--- config.mk ---
export PLATFORM = sky130hd
export DESIGN_NAME = lda_seq
export DESIGN_NICKNAME = d
export VERILOG_FILES = /design/src/rtl/lda_seq.sv
export SDC_FILE = /design/constraint.sdc
export NUM_CORES = 2
export LEC_CHECK = 0
export CORE_MARGIN = 2
export CORE_UTILIZATION = 45
export DETAILED_ROUTE_END_ITERATION = 10
export PLACE_DENSITY = 0.72
export SYNTH_ARGS = -nofsm -noshare
export SYNTH_HDL_FRONTEND = slang
export SYNTH_SLANG_ARGS = --single-unit
--- constraint.sdc ---
create_clock -name clk_i -period 29.3 [get_ports clk_i]
set_input_delay 4.395 -clock clk_i [delete_from_list [all_inputs] [get_ports clk_i]]
set_output_delay 4.395 -clock clk_i [all_outputs]
set_load 0.01 [all_outputs]
--- src/rtl/lda_seq.sv ---
// Sequential linear-discriminant classifier. It uses one shared multiplier and
// accumulator to score every class, then reports the arg-max class and its score.
module lda_seq #(
    parameter int DIMS    = 6,
    parameter int CLASSES = 3,
    parameter int W       = 16,
    localparam int ACC_W  = 2*W + $clog2(DIMS) + 1,
    localparam int CW     = $clog2(CLASSES)
) (
    input  logic                          clk_i,
    input  logic                          rstn_i,
    input  logic                          in_valid_i,
    output logic                          in_ready_o,
    input  logic [DIMS*W-1:0]             din_i,
    input  logic [DIMS*CLASSES*W-1:0]     w_i,
    input  logic [CLASSES*W-1:0]          c_i,
    output logic                          out_valid_o,
    input  logic                          out_ready_i,
    output logic [CLASSES-1:0]            dout_o,
    output logic [CW-1:0]                 class_o,
    output logic signed [ACC_W-1:0]       score_o
);

    localparam int IW = (DIMS > 1) ? $clog2(DIMS) : 1;

    if (DIMS < 1 || CLASSES < 2) begin : g_bad_params
        $error("lda_seq: DIMS must be >= 1 and CLASSES must be >= 2");
    end

    typedef enum logic [1:0] {IDLE, MAC, DONE} state_t;

    state_t                   state_q, state_d;
    logic [DIMS*W-1:0]        din_q;
    logic [DIMS*CLASSES*W-1:0] w_q;
    logic [CLASSES*W-1:0]     c_q;
    logic signed [ACC_W-1:0]  acc_q, best_q, score_q;
    logic [CW-1:0]            best_idx_q, class_q, j_q;
    logic [IW-1:0]            i_q;
    logic [CLASSES-1:0]       dout_q;

    logic signed [W-1:0]      x_op, w_op, c_op;
    logic signed [2*W-1:0]    prod;
    logic signed [ACC_W-1:0]  sum, score, win_score;
    logic [CW-1:0]            win_idx;
    logic                     last_i, last_j, better;

    // Shared MAC: one product per cycle; the class score is finished when i wraps.
    always_comb begin
        x_op      = din_q[int'(i_q)*W +: W];
        w_op      = w_q[(int'(i_q)*CLASSES + int'(j_q))*W +: W];
        c_op      = c_q[int'(j_q)*W +: W];
        prod      = x_op * w_op;
        sum       = acc_q + ACC_W'(prod);
        score     = sum - ACC_W'(c_op);
        last_i    = (i_q == IW'(DIMS-1));
        last_j    = (j_q == CW'(CLASSES-1));
        better    = (j_q == '0) || (score > best_q);
        win_score = better ? score : best_q;
        win_idx   = better ? j_q : best_idx_q;
    end

    always_ff @(posedge clk_i) begin
        if (!rstn_i) state_q <= IDLE;
        else         state_q <= state_d;
    end

    always_comb begin
        state_d     = state_q;
        in_ready_o  = 1'b0;
        out_valid_o = 1'b0;
        case (state_q)
            IDLE: begin
                in_ready_o = rstn_i;
                if (in_valid_i) state_d = MAC;
            end
            MAC: begin
                if (last_i && last_j) state_d = DONE;
            end
            DONE: begin
                out_valid_o = 1'b1;
                if (out_ready_i) state_d = IDLE;
            end
            default: state_d = IDLE;
        endcase
    end

    always_ff @(posedge clk_i) begin
        if (!rstn_i) begin
            acc_q      <= '0;
            best_q     <= '0;
            best_idx_q <= '0;
            i_q        <= '0;
            j_q        <= '0;
            dout_q     <= '0;
            class_q    <= '0;
            score_q    <= '0;
        end else begin
            case (state_q)
                IDLE: begin
                    if (in_valid_i) begin
                        din_q <= din_i;
                        w_q   <= w_i;
                        c_q   <= c_i;
                        acc_q <= '0;
                        i_q   <= '0;
                        j_q   <= '0;
                    end
                end
                MAC: begin
                    if (last_i) begin
                        acc_q      <= '0;
                        i_q        <= '0;
                        best_q     <= win_score;
                        best_idx_q <= win_idx;
                        j_q        <= last_j ? '0 : j_q + CW'(1);
                        // Publish the winner while the last class score is still on the wires.
                        if (last_j) begin
                            dout_q  <= CLASSES'(1) << win_idx;
                            class_q <= win_idx;
                            score_q <= win_score;
                        end
                    end else begin
                        acc_q <= sum;
                        i_q   <= i_q + IW'(1);
                    end
                end
                default: ;
            endcase
        end
    end

    assign dout_o  = dout_q;
    assign class_o = class_q;
    assign score_o = score_q;

endmodule
# Yosys cells after proc, flatten, opt, wreduce, memory -nomap -nowiden
# Index checks and enable logic that the tools add are counted.
# classes
n_mux,18
eq_ne,8
shifts,4
mul,2
n_reduce_logical,11
add_sub_neg,5
div_mod_pow,0
n_bitwise,0
order_cmp,1
# op_table
op,count
$shiftx 288x11->16,1
$mux 36,3
$shiftx 96x8->16,1
$pmux 36 s2,1
$shiftx 48x7->16,1
$add 36x32->36,1
$gt 36x36->1,1
$sub 36x16->36,1
$mul 16x16->32,1
$mux 2,7
$reduce_and 3->1,4
$ne 2x2->1 const B,4
$add 5x2->6,1
$mux 3,2
$pmux 2 s3,1
$pmux 3 s2,1
$mul 3x2->5 const B,1
$eq 2x2->1 const B,2
$logic_not 2->1,2
$pmux 2 s2,1
$reduce_and 2->1,2
$add 3x1->3 const B,1
$eq 3x3->1 const B,1
$shl 1x2->3 const A,1
6 further kinds,7
# totals
ff_bits,554
ram_bits,0
in_bits,436
elab_cells,61
output_inout_bits,43
latch_bits,0
n_memories,0
romBits,0

# Depth between registers and ports, before layout
# depth
depth_word,10
ltp_mapped,61
ltp_nobuf,54

# Least setup slack after synthesis
# No wires, ideal clock.
# synth_path
path_type,input to register
startpoint,input port rstn_i
endpoint,register c_q[0] (enable)
arrival_ns,14.470
t_required_ns,28.449
cell_stages,3
path_slack_ns,13.979
setup_time_ns,0.851
path_cell_list,nand2b_1 > nor2_1 > and2_1
# synth_between
elab_chain_cells,1
# synth_lines
item,line,source
"start, declared",11,"input logic rstn_i,"
$reduce_and 3->1 (no source line),-,
"end signal, assigned",103,c_q <= c_i;
"end, declared",35,logic [CLASSES*W-1:0] c_q;
# No other way between the ends.
# A chain may end at the register's enable or synchronous reset.

# Worst setup path in the final report
# layout_path
startpoint,register j_q[1]
endpoint,"register score_q[3], in the netlist score_o[3]"
# layout_between
elab_chain_cells,8
elab_cells_between_ends,12
# layout_lines
item,line,source
"start, declared",37,"logic [CW-1:0] best_idx_q, class_q, j_q;"
"start signal, assigned",115,j_q <= last_j ? '0 : j_q + CW'(1);
$add 5x2->6,50,w_op = w_q[(int'(i_q)*CLASSES + int'(j_q))*W +: W];
$shiftx 288x11->16,50,
$mul 16x16->32,52,prod = x_op * w_op;
$add 36x32->36,53,sum = acc_q + ACC_W'(prod);
$sub 36x16->36,54,score = sum - ACC_W'(c_op);
$gt 36x36->1,57,better = (j_q == '0) || (score > best_q);
$logic_or 1x1->1,57,
$mux 36,58,win_score = better ? score : best_q;
"end signal, assigned",120,score_q <= win_score;
"end, declared",36,"logic signed [ACC_W-1:0] acc_q, best_q, score_q;"
# Several ways; a longest one is shown, not always the timed one.

==> impl_metrics.env <==
export IMPL_die_w_um=284
export IMPL_crit_family="adder cells"
export IMPL_cp_required_ns=29.83
export IMPL_cts_resized=0
export IMPL_synth_warnings=0
export IMPL_final_cell_mix="clkdlybuf4s50_1 (478), inv_1 (443), edfxtp_1 (432), fa_1 (318), nor2_1 (287)"
export IMPL_die_h_um=284
export IMPL_fin_skew_ns=0.0185
export IMPL_nFillCells=6541
export IMPL_cpMostUsedCell="inv_1"
export IMPL_setup_viol=0
export IMPL_drcViolationCount=0
export IMPL_cts_tree="built"
export IMPL_netlist_area_um2=35300
export IMPL_timing_final_crit_share_pct=56.5
export IMPL_setup_tns_ns=0
export IMPL_die_area_um2=80800
export IMPL_worst_endpoint_arrival_ns=17.09
export IMPL_tightest_slew_ns=1.32
export IMPL_fin_hold_ws_ns=0.463
export IMPL_synth_nets=3880
export IMPL_rows=102
export IMPL_antenna_found_initial=11
export IMPL_drtPass1Iterations=6
export IMPL_syn_instance_count=2942
export IMPL_instances_no_fill=4496
export IMPL_vias=23800
export IMPL_synthArstFlopShare_pct=0
export IMPL_initialDrtViolationCount=1751
export IMPL_core_um2=77600
export IMPL_r2r_start="j_q[1]"
export IMPL_num_io_pins=479
export IMPL_initial_utilization_pct=45.5
export IMPL_fmax_mhz=60.4
export IMPL_crit_path_end_kind="flop"
export IMPL_path_clk_slew_ns=0.06
export IMPL_cpMaxStageDelayCell="o2bb2ai_1"
export IMPL_path_class="flop to flop"
export IMPL_crit_fanout=21
export IMPL_finalHoldViolCount=0
export IMPL_vias_per_cell=5.30
export IMPL_insertion_delay_ns=0.63
export IMPL_drv_cap=0
export IMPL_root_buffer="clkbuf_16"
export IMPL_cp_buffers_inverters=12
export IMPL_grt_overflow_total=0
export IMPL_finalMaxSlewViolations=0
export IMPL_gp_congestion=0.943
export IMPL_fin_util_pct=55.8
export IMPL_cts_sinks=554
export IMPL_track_usage_pct=23.2
export IMPL_areaGrowthSynthToFinish_pct=22.5
export IMPL_hp_class="flop to flop"
export IMPL_drive_gt1_share_pct=7.21
export IMPL_grt_pass1_vias=25200
export IMPL_tritoncts_num_buffers=58
export IMPL_wire_per_inst_um=20.8
export IMPL_io_buffers=478
export IMPL_crit_start="j_q[1]"
export IMPL_grt_max_degree=191
export IMPL_postSynthAreaPerCell_um2=12.0
export IMPL_drt_wl_total_um=93300
export IMPL_ys_ff_latch=554
export IMPL_final_nets=4347
export IMPL_postCtsSetupBuffers=0
export IMPL_critPathLaunchType="flop"
export IMPL_ant_nets=0
export IMPL_min_from="dout_o[1]"
export IMPL_ctsHoldBuffers=0
export IMPL_slew_headroom_pct=12.2
export IMPL_dp_hpwl_um=73800
export IMPL_synth_edff_count=432
export IMPL_outcome="completed"
export IMPL_synth_ff_type="edfxtp_1"
export IMPL_synth_seq_area_share_pct=43.6
export IMPL_grt_pass1_wl_um=144000
export IMPL_finalCriticalPeriod_ns=16.56
export IMPL_ys_types=70
export IMPL_dp_cells=4389
export IMPL_h_tree_depth=2
export IMPL_cp_slowest_stage_delay_ns=1.25
export IMPL_layout_commonest_cell="clkdlybuf4s50_1"
export IMPL_rsz0062_at_grt="false"
export IMPL_clk_path_buf_depth=3
==> cell usage after synthesis, drive strengths merged, types with 4 or more instances <==
cell type  instances  area (um^2)
nor3              18         90.1
nand4             13         81.3
a21oi            143          716
dfxtp            122         2440
or2               10         65.1
a31o               4         35.0
nand3             26          130
nor2             288         1080
a22oi             35          263
o21a              17          128
a21o              60          450
fa               318         6370
o22ai              4         25.0
and2              15         93.8
o31ai              7         57.6
o2bb2ai            7         61.3
edfxtp           432        13000
a31oi             12         75.1
mux4              92         2070
and3              19          119
o21bai             9         67.6
nor2b             10         62.6
a311oi             4         41.3
inv              444         1670
nand2b            24          150
o21ai             57          289
xor2              29          262
or3                7         43.8
clkbuf            76          285
xnor2             41          359
ha               184         2300
mux2i             78          781
buf               32          158
o211ai            11         82.6
a211oi            34          255
nand2            216          811
==> path summary, 6_finish.rpt <==
kind	slack, ns	cells after the start	endpoint
setup / recovery	12.74	50	score_o[3]
hold / removal	0.46	2	dout_o[1]
setup reg to reg	12.74	50	score_o[3]
hold reg to reg	0.46	2	dout_o[1]
==> routing by layer <==
layer,vias to the layer above,GRT usage (%),routed length (um)
li1,11000,-,-
met1,11800,27.9,35100
met2,813,41.7,48900
met3,177,4.90,6350
met4,14,6.95,2840
met5,-,0,99
==> cell families (layout without fill, tap and decap cells) <==
logic type	count (synthesis)	count (layout)	share of synthesized area, %
xor+xnor	70	70	1.76
mux	173	173	8.17
simple gates	658	658	7.99
buf+inv	552	1063	5.97
fa+ha+maj	502	502	24.5
other cells	0	3	0
compound gates	433	433	7.98
flops	554	554	43.6
==> tightest hold or removal path, delay by kind of cell, from the launching register on <==
kind,cells,cell delay (ns)
AOI/OAI and AO/OA,1,0.05
and+or+nand+nor,1,0.05
DFF,1,0.31
==> metrics by stage <==
step	worst slack [ns]	cell area, um^2
floorplan	13.98	35300
global placement	13.42	41300
detailed placement	12.92	41300
CTS	12.90	43300
global route	11.59	43300
finish	12.74	43300
==> registers in the layout, indices dropped and copies added (netlist names) <==
register,flops
state_q,2
w_q,288
din_q,96
acc_q,36
best_q,36
c_q,48
j_q,2
i_q,3
class_o,2
score_o,36
best_idx_q,2
dout_o,3
==> final cells by class <==
cell class              instances  area [um^2]  area share (%)
multi-input cells            1836        17900            41.3
repair buffers                515         5070            11.7
well taps                    1040         1300            3.01
inverters                     444         1670            3.85
flip-flops and latches        554        15400            35.6
diodes                          3         7.51          0.0173
clock buffers                  71         1520            3.52
clock inverters                33          404           0.934
Power is not shown: default switching activity piles up to over one toggle a cycle in this logic, so the estimate is an artifact.
